[src/rtl/alk_pkg.sv]
// Shared types and constants for the ALK multiply/divide step sequencer.
// Pure definitions: no latency, no flow control.
// Not applicable: no backpressure.
package alk_pkg;

    typedef enum logic [2:0] {
        ST_IDLE,
        ST_MUL,
        ST_DIV,
        ST_DFIX,
        ST_DONE
    } state_t;

    localparam logic [1:0] SZ_BYTE = 2'b00;
    localparam logic [1:0] SZ_WORD = 2'b01;
    localparam logic [1:0] SZ_LONG = 2'b10;

    localparam int unsigned STEPS_BYTE = 8;
    localparam int unsigned STEPS_WORD = 16;
    localparam int unsigned STEPS_LONG = 32;

    localparam int CNT_W = $clog2(STEPS_LONG) + 1;

    // Reserved size code 11 falls through to the long iteration count.
    function automatic int unsigned size_steps(input logic [1:0] size);
        case (size)
            SZ_BYTE: size_steps = STEPS_BYTE;
            SZ_WORD: size_steps = STEPS_WORD;
            SZ_LONG: size_steps = STEPS_LONG;
            default: size_steps = STEPS_LONG;
        endcase
    endfunction

endpackage

[src/rtl/alkmdcnt.sv]
// Loadable down-counter for the mul/div step count, flags the final step.
// Latency: load/decrement visible the cycle after the edge; is_last is combinational.
// No backpressure: decrement saturates at zero, clear overrides load.
module alkmdcnt
    import alk_pkg::*;
#(
    parameter int W = CNT_W
) (
    input  logic         core_clk,
    input  logic         arst_n,
    input  logic         clr,
    input  logic         load,
    input  logic [W-1:0] load_val,
    input  logic         dec,
    output logic [W-1:0] cnt,
    output logic         is_last
);

    always_ff @(posedge core_clk or negedge arst_n) begin
        if (!arst_n) begin
            cnt <= '0;
        end else if (clr) begin
            cnt <= '0;
        end else if (load) begin
            cnt <= load_val;
        end else if (dec && (cnt != '0)) begin
            cnt <= cnt - W'(1);
        end
    end

    assign is_last = (cnt == '0);

endmodule

[src/rtl/alkmdseq.sv]
// DC615 ALK multiply/divide step sequencer: N ALU iterations plus divide restore step.
// Latency: MUL N cycles then done; DIV N+1 cycles then done (from the start edge).
// Holds the microsequencer via stall_l while busy; abort returns to IDLE with no done.
module alkmdseq
    import alk_pkg::*;
#(
    parameter int MAXSTEPS = 32
) (
    input  logic                     qdclk_l,
    input  logic                     reset_l,
    input  logic                     mul_start_h,
    input  logic                     div_start_h,
    input  logic [1:0]               size_h,
    input  logic                     mq_lsb_h,
    input  logic                     alkc_flag_h,
    input  logic                     abort_h,
    output logic                     busy_h,
    output logic                     stall_l,
    output logic                     done_h,
    output logic                     alpctl_mul_l,
    output logic                     alu_add_h,
    output logic                     alu_sub_h,
    output logic                     shift_en_h,
    output logic                     quo_bit_h,
    output logic [$clog2(MAXSTEPS):0] step_cnt_h
);

    localparam int CW = $clog2(MAXSTEPS) + 1;

    state_t        state_q, state_d;
    logic          first_q, first_d;
    logic          cnt_clr, cnt_load, cnt_dec;
    logic          cnt_last;
    logic [CW-1:0] cnt_load_val;

    assign cnt_load_val = CW'(size_steps(size_h) - 1);

    alkmdcnt #(
        .W (CW)
    ) u_cnt (
        .core_clk (qdclk_l),
        .arst_n   (reset_l),
        .clr      (cnt_clr),
        .load     (cnt_load),
        .load_val (cnt_load_val),
        .dec      (cnt_dec),
        .cnt      (step_cnt_h),
        .is_last  (cnt_last)
    );

    always_ff @(posedge qdclk_l or negedge reset_l) begin
        if (!reset_l) begin
            state_q <= ST_IDLE;
            first_q <= 1'b0;
        end else begin
            state_q <= state_d;
            first_q <= first_d;
        end
    end

    always_comb begin
        state_d      = state_q;
        first_d      = 1'b0;
        cnt_clr      = 1'b0;
        cnt_load     = 1'b0;
        cnt_dec      = 1'b0;
        busy_h       = 1'b0;
        stall_l      = 1'b1;
        done_h       = 1'b0;
        alpctl_mul_l = 1'b1;
        alu_add_h    = 1'b0;
        alu_sub_h    = 1'b0;
        shift_en_h   = 1'b0;
        quo_bit_h    = 1'b0;

        case (state_q)
            ST_IDLE: begin
                // Multiply wins when both requests arrive together.
                if (mul_start_h) begin
                    state_d  = ST_MUL;
                    cnt_load = 1'b1;
                end else if (div_start_h) begin
                    state_d  = ST_DIV;
                    cnt_load = 1'b1;
                    first_d  = 1'b1;
                end
            end
            ST_MUL: begin
                busy_h       = 1'b1;
                stall_l      = 1'b0;
                alpctl_mul_l = 1'b0;
                shift_en_h   = 1'b1;
                alu_add_h    = mq_lsb_h;
                if (abort_h) begin
                    state_d = ST_IDLE;
                    cnt_clr = 1'b1;
                end else if (cnt_last) begin
                    state_d = ST_DONE;
                end else begin
                    cnt_dec = 1'b1;
                end
            end
            ST_DIV: begin
                busy_h       = 1'b1;
                stall_l      = 1'b0;
                alpctl_mul_l = 1'b0;
                shift_en_h   = 1'b1;
                // Non-restoring: the first trial always subtracts, later ones follow the carry.
                alu_sub_h    = first_q | alkc_flag_h;
                alu_add_h    = ~first_q & ~alkc_flag_h;
                quo_bit_h    = ~first_q & alkc_flag_h;
                if (abort_h) begin
                    state_d = ST_IDLE;
                    cnt_clr = 1'b1;
                end else if (cnt_last) begin
                    state_d = ST_DFIX;
                end else begin
                    cnt_dec = 1'b1;
                end
            end
            ST_DFIX: begin
                busy_h    = 1'b1;
                stall_l   = 1'b0;
                quo_bit_h = alkc_flag_h;
                alu_add_h = ~alkc_flag_h;
                if (abort_h) begin
                    cnt_clr = 1'b1;
                end
                state_d = abort_h ? ST_IDLE : ST_DONE;
            end
            ST_DONE: begin
                done_h  = 1'b1;
                state_d = ST_IDLE;
            end
            default: begin
                state_d = ST_IDLE;
                cnt_clr = 1'b1;
            end
        endcase
    end

endmodule

[config.mk]
export PLATFORM = sky130hd
export DESIGN_NAME = alkmdseq
export DESIGN_NICKNAME = d
export VERILOG_FILES = /design/src/rtl/alk_pkg.sv /design/src/rtl/alkmdcnt.sv /design/src/rtl/alkmdseq.sv
export SDC_FILE = /design/constraint.sdc
export NUM_CORES = 1
export LEC_CHECK = 0
export CAP_MARGIN = 20
export CORE_UTILIZATION = 32
export DETAILED_ROUTE_END_ITERATION = 7
export PLACE_DENSITY_LB_ADDON = 0.2
export SLEW_MARGIN = 20
export SYNTH_ARGS = -nofsm -noshare
export SYNTH_HDL_FRONTEND = slang
export SYNTH_HIERARCHICAL = 1
export SYNTH_SLANG_ARGS = --single-unit
[constraint.sdc]
create_clock -name qdclk_l -period 2.7 [get_ports qdclk_l]
set_clock_uncertainty 0.05 [all_clocks]
set_input_delay 0.675 -clock qdclk_l [delete_from_list [all_inputs] [get_ports qdclk_l]]
set_output_delay 0.675 -clock qdclk_l [all_outputs]
set_load 0.01 [all_outputs]
After elaboration in Yosys (flattened, before gate mapping)
Cells that the tools add are included.
- output and inout bits: 14
- register bits after elaboration: 10
- logic and storage cells: 58
- muxes and demuxes: 30
- reduce and logical (&&, ||, !) cells: 10
- bitwise logic cells: 5
- $add $sub $neg: 2
- eq/ne operators: 8
- operators by type and width (operator ; count):
    two-way mux 3 bit ; 7
    two-way mux 6 bit ; 3
    two-way mux 1 bit ; 15
    one-hot mux 3 bit (4 select lines) ; 1
    one-hot mux 6 bit (2 select lines) ; 1
    subtractor 6 x 1 -> 6 bit (second input constant) ; 2
    != test 3 bit (second input constant) ; 3
    == test 3 x 2 -> 1 bit (second input constant) ; 2
    zero test 6 bit ; 1
    nonzero test 6 bit ; 1
    one-hot mux 1 bit (2 select lines) ; 2
    OR reduction 2 bit ; 2
    == test 3 x 1 -> 1 bit (second input constant) ; 1
    == test 3 bit (second input constant) ; 1
    zero test 3 bit ; 1
    one-hot mux 1 bit (3 select lines) ; 1
    AND reduction 3 bit ; 1
    nonzero test 3 bit ; 1
    OR reduction 3 bit ; 1
    bitwise AND 1 bit ; 2
    == test 2 x 1 -> 1 bit (second input constant) ; 1
    zero test 2 bit ; 1
    inverter 1 bit ; 2
    logical AND 1 bit ; 1
    OR 1 bit ; 1

Depth between registers and ports, before layout
- depth in word-level cells: 8
- depth in mapped cells: 8

Cells and area by module
Netlist, hierarchy kept.
- by module, submodules not included (module ; cells an instance ; instances ; area each (sq um) ; seq. area each (sq um)):
    alkmdcnt ; 53 ; 1 ; 462.9 ; 150.1
    alkmdseq ; 44 ; 1 ; 322.8 ; 100.1

Worst setup path after synthesis
No wires, ideal clock.
- path kind: register -> register
- start point: register u_cnt.cnt[0]
- end point: register u_cnt.cnt[3]
- data required time: 2.584 ns
- data arrival time: 2.440 ns
- stages on the path, launching flop included: 9
- slack: 0.144 ns
- clock period less this slack: 2.556 ns
- path through: dfrtp_1 > inv_1 > ha_1 > nand2b_1 > nor2_1 > nor4_1 > or4b_1 > a221oi_1 > o31a_1
- cells in the longest elaborated chain, start to end: 6
- elaborated cells on any way between the ends: 11
- RTL lines (element ; line ; RTL):
    start, declared ; alkmdcnt.sv:15 ; output logic [W-1:0] cnt,
    start signal, assigned ; alkmdcnt.sv:25 ; cnt <= load_val;
    start signal, assigned ; alkmdcnt.sv:27 ; cnt <= cnt - W'(1);
    zero test 6 bit ; alkmdcnt.sv:31 ; assign is_last = (cnt == '0);
    net cnt_last ; alkmdseq.sv:33 ; logic cnt_last;
    two-way mux 1 bit ; alkmdseq.sv:97, alkmdseq.sv:115 ;
    two-way mux 1 bit ; alkmdseq.sv:94 ; if (abort_h) begin
    two-way mux 1 bit ; n/a ;
    net cnt_dec ; alkmdseq.sv:32 ; logic cnt_clr, cnt_load, cnt_dec;
    logical AND 1 bit ; alkmdcnt.sv:26 ; end else if (dec && (cnt != '0)) begin
    nonzero test 3 bit (no source line) ; n/a ;
The timed path passes the listed nets, and every way through them passes these cells. The select of a mux whose other input is x is not followed.
A chain may end at the register's enable or synchronous reset.

Final worst setup path
- start point: input alkc_flag_h
- end point: output quo_bit_h
- cells in the longest elaborated chain, start to end: 2
- RTL lines (element ; line ; RTL):
    start, declared ; alkmdseq.sv:15 ; input logic alkc_flag_h,
    bitwise AND 1 bit ; alkmdseq.sv:111 ; quo_bit_h = ~first_q & alkc_flag_h;
    one-hot mux 1 bit (2 select lines) (*) ; alkmdseq.sv:76 ; case (state_q)
    end, declared ; alkmdseq.sv:24 ; output logic quo_bit_h,
Every way passes the cells marked *; elsewhere a longest branch is shown, timed or not.

==> results.toml <==
[status]
outcome = "completed"

[route]
wl_per_cell_um = 12.8
wl_um = 1940
via_count = 776
drt-met1-wl_um = 886
antenna_left = 0
top_layer = "met4"
drtIter0Drc = 11
vias_per_cell = 5.11
met3_length_um = 108
drc = 0
wl_met2_um = 933
drt_pass1_iterations = 4

[placement]
placed_cell_area_mm2 = 0.00104
dp_hpwl_um = 1420
io_buffer_count = 22
dp_slack_ns = -0.111
place_congestion = 0.802

[critical_path]
path_common_cell = "clkdlybuf4s50_1"
reg2reg_to = "u_cnt/cnt[3]"
r2r_slack_ns = 0.28
path_cells = "clkdlybuf4s50_1, nand3b_1, a21oi_1, clkdlybuf4s50_1"
endpoint_kind = "primary output"
cp_num_cells = 4
crit_required_ns = 1.98
cp-start-kind = "primary input"
critPathArrivalTime_ns = 1.93
crit_type = "in2out"
crit_start = "alkc_flag_h"
slowest_stage = "clkdlybuf4s50_1"
reg2regPathDepth = 9
critPathMaxStageDelay_ns = 0.54
crit_buf_inv = 2
reg2reg_from = "u_cnt/cnt[1]"
crit_end = "quo_bit_h"
path_max_fanout = 3
crit_family = "buffers and inverters"

[yosys]
yosysWarnings = 6
ys_seq_elements = 10
yosysSeqAreaShare_pct = 31.8
syn_inst = 97
yosysUniqueCellTypes = 39
avgSynthCellArea_um2 = 8.10
synth_area_um2 = 786

[cells_and_area]
finalInstanceArea_mm2 = 0.00108
drive_gt1_share_pct = 12.1
fillerInstances = 244
syn_to_final_growth_pct = 37.1
final_util_pct = 47.8
n_antenna_cell = 0
nets = 136

[clock_network]
postCtsSetupBuffers = 0
htree_levels = 1
clockBufferDepth = 2
cts_tree = "yes"
clk_pin_slew_ns = 0.07
cts.sink_count = 10
numCtsBuffers = 3
cts_root_buf = "clkbuf_4"
clk_latency_ns = 0.26

[grt]
globalRouteOverflowTotal = 0
grt_pass1_wl_um = 3160
grt.total_usage_pct = 16.3
grt_max_degree = 14
grt_antenna_before_repair = 0
grt_pass1_vias = 749

[sta]
tightest_slew_ns = 0.561
hold_violations = 0
rsz0062_at_grt = "no"
setup_viol = 0
fin_crit_sh_pct = 98.2
period_needed_ns = 2.65
fmax_mhz = 377
hold-worst-slack_ns = 0.590
maxSlewHeadroom_pct = 62.3
drv_slew = 0
worst_slack_ns = 0.0475

[power]
p_per_area_mw_per_mm2 = 1080
vdd_ir_drop_max_mv = 0.480
p_leak_nw = 0.465

[floorplanning]
dieWidth_um = 51.6
start_util_pct = 34.9
fp.coreArea_mm2 = 0.00225
ios = 23
dieArea_mm2 = 0.00266
rows = 17
die_height_um = 51.6

[hold_path]
hp-class = "reg2reg"

[flow_run]
maxCapViolCount = 0
## cells in the final DEF (no fill, tap or decap), types with 4 or more instances in the layout
| cell type | count |
|---|---|
| a21oi_1 | 5 |
| nor2_1 | 16 |
| nand2_1 | 4 |
| clkdlybuf4s50_1 | 20 |
| conb_1 | 4 |
| buf_4 | 5 |
| inv_1 | 9 |
| o21ai_0 | 4 |
| dfrtp_1 | 10 |
## cell type report
class | instances | area, um2 | area share [%]
Inverter | 9 | 33.8 | 3.14
Clock buffer | 4 | 36.3 | 3.37
Multi-Input combinational cell | 74 | 467 | 43.3
Sequential cell | 10 | 250 | 23.2
Timing Repair Buffer | 27 | 255 | 23.7
Tap cell | 28 | 35.0 | 3.25
## worst min path at each step
stage               depth (start not counted)            to          from
CTS                                         2  u_cnt/cnt[4]  u_cnt/cnt[4]
global placement                            2  u_cnt/cnt[4]  u_cnt/cnt[4]
global route                                2  u_cnt/cnt[1]  u_cnt/cnt[1]
floorplan                                   0       first_q       reset_l
detailed placement                          2  u_cnt/cnt[1]  u_cnt/cnt[1]
finish                                      2  u_cnt/cnt[1]  u_cnt/cnt[1]
## synthesized netlist by cell type
master | number | area share (%)
a211o_2 | 1 | 1.3
a21oi_1 | 5 | 3.2
a221oi_1 | 2 | 2.2
a311oi_1 | 2 | 2.2
a31o_2 | 1 | 1.1
a31oi_1 | 1 | 0.80
a32oi_1 | 1 | 1.1
and2_1 | 1 | 0.80
and2b_1 | 2 | 1.9
buf_2 | 1 | 0.64
buf_4 | 1 | 0.96
buf_6 | 2 | 2.9
clkbuf_1 | 2 | 0.96
conb_1 | 2 | 0.96
dfrtp_1 | 10 | 32
ha_1 | 2 | 3.2
inv_1 | 9 | 4.3
mux2_2 | 1 | 1.4
nand2_1 | 4 | 1.9
nand2b_1 | 2 | 1.6
nand3_1 | 3 | 1.9
nand3b_1 | 1 | 0.96
nand4_1 | 1 | 0.80
nor2_1 | 16 | 7.6
nor2b_1 | 2 | 1.6
nor3_1 | 2 | 1.3
nor3b_1 | 1 | 0.96
nor4_1 | 3 | 2.4
nor4b_1 | 2 | 2.2
nor4b_2 | 1 | 1.9
o2111a_1 | 1 | 1.4
o21ai_0 | 4 | 2.5
o21bai_1 | 1 | 0.96
o311ai_0 | 1 | 1.1
o31a_1 | 1 | 1.1
or2_2 | 1 | 0.80
or3_4 | 1 | 1.4
or4b_1 | 2 | 2.5
xnor2_1 | 1 | 1.1
## routing by layer
layer	GRT usage, %	vias up
li1	-	395
met1	19.6	362
met2	27.3	17
met3	3.51	2
met4	8.11	0
met5	0	-
## report_power, final
group | internal (mW) | switching (mW) | total [mW]
registers | 0.209 | 0.0906 | 0.300
logic | 0.376 | 0.351 | 0.727
clock network | 0.0818 | 0.0557 | 0.138
## metrics by stage
step | power [mW] | setup TNS, ns | cells
after floorplan | 0.735 | 0 | 99
after global placement | 1.02 | -0.0968 | 148
after detailed placement | 1.03 | -0.191 | 148
after CTS | 1.18 | 0 | 152
after global routing | 1.26 | 0 | 152
final | 1.16 | 0 | 152
## repair_timing
item                                    CTS  global route
resized for setup                         2             0
hold buffers                              0             0
endpoints found under the setup margin    2             0
## registers in the layout, indices dropped and copies added, names as in the netlist
name       flops
state_q        3
u_cnt/cnt      6
first_q        1
## worst register-to-register path: stages, from the launching register on
cell      delay (ns)
dfrtp_1         0.38
inv_1           0.09
ha_1            0.21
nand2b_1        0.13
nor2_1          0.10
nor4_1          0.24
buf_4           0.20
or4b_1          0.48
a221oi_1        0.30
o31a_1          0.19
## kinds of logic (layout without fill, tap and decap cells)
kind of cell               Yosys count  after routing  share of synthesized area, %
muxes                                1              1                          1.43
and+or+nand+nor                     45             45                          32.6
xor gates and xnor gates             1              1                          1.11
buffers and inverters               15             40                          9.71
AOI/OAI and AO/OA                   21             21                          19.1
adders and majority gates            2              2                          3.18
other                                2              4                         0.956
DFF                                 10             10                          31.8
Power figures use the tool's default switching activity.
